### config.mk
export PLATFORM = sky130hd
export DESIGN_NAME = cache_ctrl
export DESIGN_NICKNAME = d
export VERILOG_FILES = /design/src/rtl/cache_pkg.sv /design/src/rtl/cache_ctrl_determine_hit.sv /design/src/rtl/cache_ctrl.sv
export SDC_FILE = /design/constraint.sdc
export NUM_CORES = 1
export LEC_CHECK = 0
export CORE_ASPECT_RATIO = 0.75
export CORE_UTILIZATION = 40
export CTS_CLUSTER_SIZE = 10
export DETAILED_ROUTE_END_ITERATION = 16
export SYNTH_ARGS = -nofsm -noshare
export SYNTH_HDL_FRONTEND = slang
export SYNTH_HIERARCHICAL = 1
export SYNTH_SLANG_ARGS = --single-unit
### constraint.sdc
create_clock -name clk -period 2.38 [get_ports clk]
set_clock_uncertainty 0.1 [all_clocks]
set_input_delay 0.357 -clock clk [delete_from_list [all_inputs] [get_ports clk]]
set_output_delay 0.357 -clock clk [all_outputs]
set_load 0.1 [all_outputs]
### src/rtl/cache_pkg.sv
// Shared types and constants for the 4-entry fully-associative read cache.
// The optional hit/miss statistics are enabled with CACHE_STATS_EN.
package cache_pkg;

  typedef enum logic [1:0] {IDLE, LOOKUP, MEM_WAIT, DONE} state_t;

  localparam int          NUM_ENTRIES = 4;
  localparam int          IDX_W       = 2;
  localparam logic [1:0]  CNT_MAX     = 2'b11;

  typedef logic [NUM_ENTRIES-1:0][1:0] cnt_vec_t;

  // Selected entry becomes most recent; flagged others age by one, floored at 0.
  function automatic cnt_vec_t lru_update(input cnt_vec_t cnt,
                                          input logic [IDX_W-1:0] sel,
                                          input logic [NUM_ENTRIES-1:0] dec);
    cnt_vec_t res;
    res = cnt;
    for (int i = 0; i < NUM_ENTRIES; i++) begin
      if (IDX_W'(i) == sel) begin
        res[i] = CNT_MAX;
      end else if (dec[i] && (cnt[i] != 2'b00)) begin
        res[i] = cnt[i] - 2'b01;
      end
    end
    return res;
  endfunction

endpackage

### src/rtl/cache_ctrl_determine_hit.sv
// Combinational tag match and victim/age selection for the cache entries.
// sel is the matching entry on a hit, else the first invalid or zero-count entry, else entry 3.
module determine_hit
  import cache_pkg::*;
#(
  parameter int a_width = 8
) (
  input  logic [a_width-1:0]                  addr,
  input  logic [NUM_ENTRIES-1:0][a_width-1:0] tag,
  input  cnt_vec_t                            cnt,
  input  logic [NUM_ENTRIES-1:0]              valid,
  output logic [IDX_W-1:0]                    sel,
  output logic [NUM_ENTRIES-1:0]              dec,
  output logic                                hit
);

  logic [NUM_ENTRIES-1:0] w_match;
  logic [NUM_ENTRIES-1:0] w_free;
  logic [IDX_W-1:0]       w_hit_idx;
  logic [IDX_W-1:0]       w_vic_idx;

  genvar gi;
  generate
    for (gi = 0; gi < NUM_ENTRIES; gi++) begin : g_entry
      assign w_match[gi] = valid[gi] && (tag[gi] == addr);
      assign w_free[gi]  = !valid[gi] || (cnt[gi] == 2'b00);
      // Every other live entry ages when one is touched.
      assign dec[gi]     = valid[gi] && (sel != IDX_W'(gi));
    end
  endgenerate

  always_comb begin
    w_hit_idx = '0;
    w_vic_idx = IDX_W'(NUM_ENTRIES - 1);
    for (int i = NUM_ENTRIES - 1; i >= 0; i--) begin
      if (w_match[i]) w_hit_idx = IDX_W'(i);
      if (w_free[i])  w_vic_idx = IDX_W'(i);
    end
  end

  assign hit = |w_match;
  assign sel = hit ? w_hit_idx : w_vic_idx;

endmodule

### src/rtl/cache_ctrl.sv
// Read-only 4-entry fully-associative cache controller with LRU-count replacement.
// Define CACHE_STATS_EN to add the hit_count/miss_count statistics ports.
module cache_ctrl
  import cache_pkg::*;
#(
  parameter int d_width = 8,
  parameter int a_width = 8
) (
  input  logic               clk,
  input  logic               rst_n,
  input  logic               req,
  input  logic [a_width-1:0] addr,
  input  logic               flush,
  output logic [d_width-1:0] rdata,
  output logic               ready,
  output logic               mem_req,
  output logic [a_width-1:0] mem_addr,
  input  logic [d_width-1:0] mem_rdata,
  input  logic               mem_ack
`ifdef CACHE_STATS_EN
  ,
  output logic [15:0]        hit_count,
  output logic [15:0]        miss_count
`endif
);

  state_t                              r_state;
  logic [a_width-1:0]                  r_addr_q;
  logic [IDX_W-1:0]                    r_sel_q;
  logic [NUM_ENTRIES-1:0]              r_dec_q;
  logic [NUM_ENTRIES-1:0][a_width-1:0] r_tag;
  logic [NUM_ENTRIES-1:0][d_width-1:0] r_data;
  cnt_vec_t                            r_cnt;
  logic [NUM_ENTRIES-1:0]              r_valid;

  logic [IDX_W-1:0]                    w_sel;
  logic [NUM_ENTRIES-1:0]              w_dec;
  logic                                w_hit;

  determine_hit #(
    .a_width(a_width)
  ) u_determine_hit (
    .addr (r_addr_q),
    .tag  (r_tag),
    .cnt  (r_cnt),
    .valid(r_valid),
    .sel  (w_sel),
    .dec  (w_dec),
    .hit  (w_hit)
  );

  always_ff @(posedge clk or negedge rst_n) begin
    if (!rst_n) begin
      r_state    <= IDLE;
      r_addr_q   <= '0;
      r_sel_q    <= '0;
      r_dec_q    <= '0;
      r_tag      <= '0;
      r_data     <= '0;
      r_cnt      <= '0;
      r_valid    <= '0;
      rdata      <= '0;
      ready      <= 1'b0;
      mem_req    <= 1'b0;
      mem_addr   <= '0;
`ifdef CACHE_STATS_EN
      hit_count  <= '0;
      miss_count <= '0;
`endif
    end else begin
      case (r_state)
        IDLE: begin
          if (flush) begin
            r_valid <= '0;
            r_cnt   <= '0;
          end else if (req) begin
            r_addr_q <= addr;
            r_state  <= LOOKUP;
          end
        end
        LOOKUP: begin
          r_sel_q <= w_sel;
          r_dec_q <= w_dec;
          if (w_hit) begin
            rdata   <= r_data[w_sel];
            r_cnt   <= lru_update(r_cnt, w_sel, w_dec);
            ready   <= 1'b1;
            r_state <= DONE;
`ifdef CACHE_STATS_EN
            hit_count <= hit_count + 16'd1;
`endif
          end else begin
            mem_req  <= 1'b1;
            mem_addr <= r_addr_q;
            r_state  <= MEM_WAIT;
`ifdef CACHE_STATS_EN
            miss_count <= miss_count + 16'd1;
`endif
          end
        end
        MEM_WAIT: begin
          if (mem_ack) begin
            r_tag[r_sel_q]   <= r_addr_q;
            r_data[r_sel_q]  <= mem_rdata;
            r_valid[r_sel_q] <= 1'b1;
            r_cnt            <= lru_update(r_cnt, r_sel_q, r_dec_q);
            rdata            <= mem_rdata;
            mem_req          <= 1'b0;
            ready            <= 1'b1;
            r_state          <= DONE;
          end
        end
        DONE: begin
          ready   <= 1'b0;
          r_state <= IDLE;
        end
        default: r_state <= IDLE;
      endcase
    end
  end

endmodule
; Yosys cells after proc, flatten, opt, wreduce, memory -nomap -nowiden
; Cells that the tools add are included.
[totals]
wordCells = 165
in_bits = 21
ff_bits = 110
output_inout_bits = 18
[classes]
n_eq_ne = 30
order_cmp = 3
muxes = 53
bitwise = 3
addsub = 4
n_reduce_logical = 51
[op_table]
columns = operator, count
row1 = $bwmux 32, 2
row2 = $mux 8, 7
row3 = $mux 2, 26
row4 = $eq 8x8->1, 4
row5 = $ne 3x3->1 const B, 8
row6 = $pmux 8 s3, 1
row7 = $reduce_and 6->1, 4
row8 = $reduce_and 3->1, 6
row9 = $logic_and 1x1->1, 17
row10 = $bmux 8 s2, 1
row11 = $demux 8 s2, 1
row12 = $pmux 8 s2, 1
row13 = $ne 2x2->1 const B, 7
row14 = $reduce_bool 2->1, 7
row15 = $logic_not 2->1, 6
row16 = $eq 2x2->1 const A, 4
row17 = $mux 4, 2
row18 = $pmux 2 s4, 1
row19 = $pmux 4 s2, 1
row20 = $sub 2x1->2 const B, 4
row21 = $mux 1, 7
row22 = $lt 2x3->1 const B, 2
row23 = $reduce_bool 3->1, 2
row24 = $eq 1x2->1 const A, 2
row25 = 13 further kinds, 21

; Depth between registers and ports, before layout
[logic_depth]
ltp_word = 14
ltp_mapped = 12

; Hierarchy
; Netlist, hierarchy kept.
[modules_own_cells]
columns = module, cells_per_inst, seq_area_each_um2, n_inst, area_each_um2
row1 = cache_ctrl, 374, 2752.6, 1, 4993.5
row2 = determine_hit, 68, 0.0, 1, 538.0

; Least setup slack after synthesis
; No wires, ideal clock.
[synth_timing]
path_kind = register to register
from = register r_addr_q[3]
to = register rdata[0]
arrival_time_ps = 2402
path_slack_ps = -245
t_required_ps = 2157
path_stages_with_launch = 11
path_cell_list = dfrtp_1 -> xor2_1 -> nor4_2 -> nand4_2 -> a21oi_1 -> nor2_1 -> buf_4 -> buf_2 -> mux4_2 -> mux2i_1 -> a21oi_1
[synth_via]
elab_chain_len = 11
word_cells_on_any_way = 20
[synth_lines]
columns = item, line
row1 = "start, declared", cache_ctrl.sv:28  ; logic [a_width-1:0] r_addr_q;
row2 = "start signal, assigned", cache_ctrl.sv:77  ; r_addr_q <= addr;
row3 = $eq 8x8->1, cache_ctrl_determine_hit.sv:25  ; assign w_match[gi] = valid[gi] && (tag[gi] == addr);
row4 = $logic_and 1x1->1, cache_ctrl_determine_hit.sv:25
row5 = $mux 2 (4 in a row), cache_ctrl_determine_hit.sv:36  ; if (w_match[i]) w_hit_idx = IDX_W'(i);
row6 = $mux 2 *, cache_ctrl_determine_hit.sv:42  ; assign sel = hit ? w_hit_idx : w_vic_idx;
row7 = via w_sel[0], cache_ctrl.sv:36  ; logic [IDX_W-1:0] w_sel;
row8 = $bmux 8 s2 *, cache_ctrl.sv:85  ; rdata <= r_data[w_sel];
row9 = $mux 8 (not written as such) *, cache_ctrl.sv:85
row10 = $mux 8 *, cache_ctrl.sv:84  ; if (w_hit) begin
row11 = $pmux 8 s2 *, cache_ctrl.sv:71  ; case (r_state)
row12 = "end signal, assigned", cache_ctrl.sv:85
row13 = "end signal, assigned", cache_ctrl.sv:107  ; rdata <= mem_rdata;
row14 = "end, declared", cache_ctrl.sv:14  ; output logic [d_width-1:0] rdata,
; Mark *: on every way through the listed nets, which the timed path passes. The rest lies on a longest branch. The select of a mux whose other input is x is not followed.
; A chain may end at the register's enable or synchronous reset.

; Worst setup path in the final report
[layout_timing]
from = register r_addr_q[5]
to = register r_cnt[1] (netlist name)
[layout_via]
word_cells_on_any_way = 24
[layout_rtl]
columns = item, line
row1 = $eq 8x8->1, cache_ctrl_determine_hit.sv:25
row2 = $logic_and 1x1->1, cache_ctrl_determine_hit.sv:25
row3 = $reduce_or 4->1 *, cache_ctrl_determine_hit.sv:41  ; assign hit = |w_match;
row4 = via w_hit, cache_ctrl.sv:38  ; logic w_hit;
row5 = $mux 2, cache_ctrl_determine_hit.sv:42
row6 = $reduce_bool 2->1, cache_ctrl_determine_hit.sv:28  ; assign dec[gi] = valid[gi] && (sel != IDX_W'(gi));
row7 = $logic_and 1x1->1, cache_ctrl_determine_hit.sv:28
row8 = $logic_and 1x1->1, cache_pkg.sv:22  ; end else if (dec[i] && (cnt[i] != 2'b00)) begin
row9 = $ne 3x3->1 (no line), -
row10 = $reduce_and 6->1 (no line), -
row11 = "end signal, assigned", cache_ctrl.sv:86  ; r_cnt <= lru_update(r_cnt, w_sel, w_dec);
row12 = "end signal, assigned", cache_ctrl.sv:106  ; r_cnt <= lru_update(r_cnt, r_sel_q, r_dec_q);
row13 = "end, declared", cache_ctrl.sv:33  ; cnt_vec_t r_cnt;
; Marked as above.

==> flow_metrics.py <==
metrics = {
    "cts": {
        "numCtsBuffers": 9,
        "cts_max_path_buffers": 2,
        "htree_num_levels": 3,
        "cts.sinks": 107,
        "path_clk_slew_ns": 0.08,
        "cts_tree": "built",
        "clk_latency_ns": 0.36,
        "cts-root-buf": "clkbuf_16",
    },
    "placed_design": {
        "dpl.hpwl_um": 8045,
        "numPortBuffers": 38,
        "routabilityCongestion": 0.8045,
    },
    "sta": {
        "slew_headroom_pct": 69.95,
        "tightest_slew_ns": 0.4488,
        "fin_tns_setup_ns": -4.242,
        "setup_ws_ns": -0.2840,
        "timing.final.crit_period_ns": 2.664,
        "setup_viol": 22,
        "drv_slew": 0,
        "timing.final.crit_share_pct": 111.9,
        "hold_ws_ns": 0.3529,
        "max_freq_mhz": 375.4,
        "final-hold-violation-count": 0,
        "rsz0062_at_grt": "true",
    },
    "worst_setup_path": {
        "worstPathCellList": "buf_4 > xnor2_2 > nand3_2 > or3_4 > nand4_1 > and2b_2 > nor4_4 > o211ai_1 > mux2i_1",
        "r2r_cells": 9,
        "r2r-start": "r_addr_q[5]",
        "cp_data_required_time_ns": 2.51,
        "rrSetupSlack_ns": -0.28,
        "critPathCapture": "r_cnt[1]",
        "r2r-end": "r_cnt[1]",
        "slowest_stage": "dfrtp_1",
        "startpoint_type": "register",
        "cp_slowest_stage_delay_ns": 0.42,
        "cp_num_buf_inv": 1,
        "critPathKind": "register to register",
        "crit_cells": 9,
        "cp_max_fo": 4,
        "cp_top_family": "simple AND/OR/NAND/NOR gates",
        "end_kind": "register",
        "crit_start": "r_addr_q[5]",
        "worstPathArrival_ns": 2.79,
    },
    "cells_and_area": {
        "drive_above_1_share_pct": 44.83,
        "area_delta_synth_final_pct": 29.44,
        "layout_common_cells": "dfrtp_1, mux2_2, buf_4, clkdlybuf4s50_1, a21oi_1",
        "layout_commonest_cell": "dfrtp_1",
        "nets": 538,
        "antenna-diode-count": 0,
        "fillers": 1092,
    },
    "detailed_routing": {
        "detail-route-antenna-nets": 0,
        "wl_um": 12210,
        "drc": 0,
        "routed_via_density": 5.171,
        "wl_per_cell_um": 17.85,
        "drt_iter0_markers": 105,
        "vias": 3537,
        "dr.pass1.iters": 4,
    },
    "grt": {
        "overflow": 0,
        "grt_max_degree": 46,
        "track_usage_pct": 19.12,
        "grt_pass1_wl_um": 19690,
        "grt_pass1_vias": 3509,
        "antenna_found_initial": 0,
    },
    "die": {
        "start_util_pct": 40.99,
        "ios": 39,
        "coreArea_mm2": 0.01297,
        "rows": 36,
        "die_area_mm2": 0.01376,
        "die_h_um": 101.9,
        "fp.dieW_um": 135.1,
    },
    "synthesis": {
        "synth_area_mm2": 0.005318,
        "syn_nets": 447,
        "synth.avg_cell_area_um2": 12.72,
        "yosys_warnings": 6,
        "syn_inst": 418,
    },
    "outcome": {
        "violations": "setup timing",
        "status": "complete, but fails checks",
    },
    "pwr": {
        "peakVddDrop_uv": 897.2,
        "pwr_density_cell_mw_per_mm2": 1402,
        "leakage_nw": 3.091,
        "power.total_mw": 9.653,
    },
    "hold_path": {
        "hp-class": "input port to asynchronous set/reset pin",
    },
    "run": {
        "maxCapViolCount": 0,
    },
}
==> sequential cells by signal (all words and copies together) (netlist names) <==
| signal | cells |
|---|---|
| mem_addr | 8 |
| mem_req | 1 |
| r_addr_q | 8 |
| r_cnt | 6 |
| r_data | 32 |
| r_dec_q | 3 |
| r_sel_q | 2 |
| r_state | 2 |
| r_tag | 32 |
| r_valid | 4 |
| rdata | 8 |
| ready | 1 |
==> worst min path at each step <==
stage                      from     endpoint  slack, ns
after floorplan           rst_n  mem_addr[0]      -0.04
after global placement    rst_n  mem_addr[1]       0.20
after detailed placement  rst_n  mem_addr[1]       0.21
after CTS                 rst_n  mem_addr[1]       0.37
after global routing      rst_n  mem_addr[1]       0.38
final                     rst_n  mem_addr[1]       0.35
==> timing repair <==
| action | CTS | global route |
|---|---|---|
| setup buffers | 6 | 13 |
| endpoints found under the setup margin | 25 | 25 |
| hold endpoints to repair | 23 | 0 |
| hold buffers | 1 | 0 |
| resized for setup | 18 | 20 |
| pin swaps | 8 | 13 |
==> report_power, final <==
part	leakage, nW	switching [mW]	internal, mW
logic	1.57	2.89	2.28
clock network	0.149	0.745	0.839
registers	1.38	0.502	2.40
==> stage by stage <==
stage | worst slack [ns] | cell area, µm² | std cells | utilization, %
floorplan | -0.1082 | 5383 | 418 | -
global placement | -0.4060 | 6200 | 649 | 47.79
detailed placement | -0.4686 | 6200 | 649 | 47.79
CTS | -0.2311 | 6664 | 671 | 51.37
global route | -0.4557 | 6883 | 684 | 53.06
finish | -0.2840 | 6883 | 684 | 53.06
==> layer usage <==
layer	up-vias	wire length (µm)	track usage [%]
met2	76	5216	26.94
met4	0	126	5.186
met3	9	530	3.720
li1	1671	-	-
met1	1781	6333	29.65
met5	-	0	0
==> area by class of cell <==
type	count	area, µm²	area share (%)
repair buffers	102	944.7	13.72
well taps	171	214.0	3.109
multi-input cells	275	2676	38.88
inverters	14	52.55	0.7635
clock inverters	6	85.08	1.236
flip-flops and latches	107	2685	39.01
clock buffers	9	225.2	3.272
No activity file was read; power rests on OpenSTA's default activity.
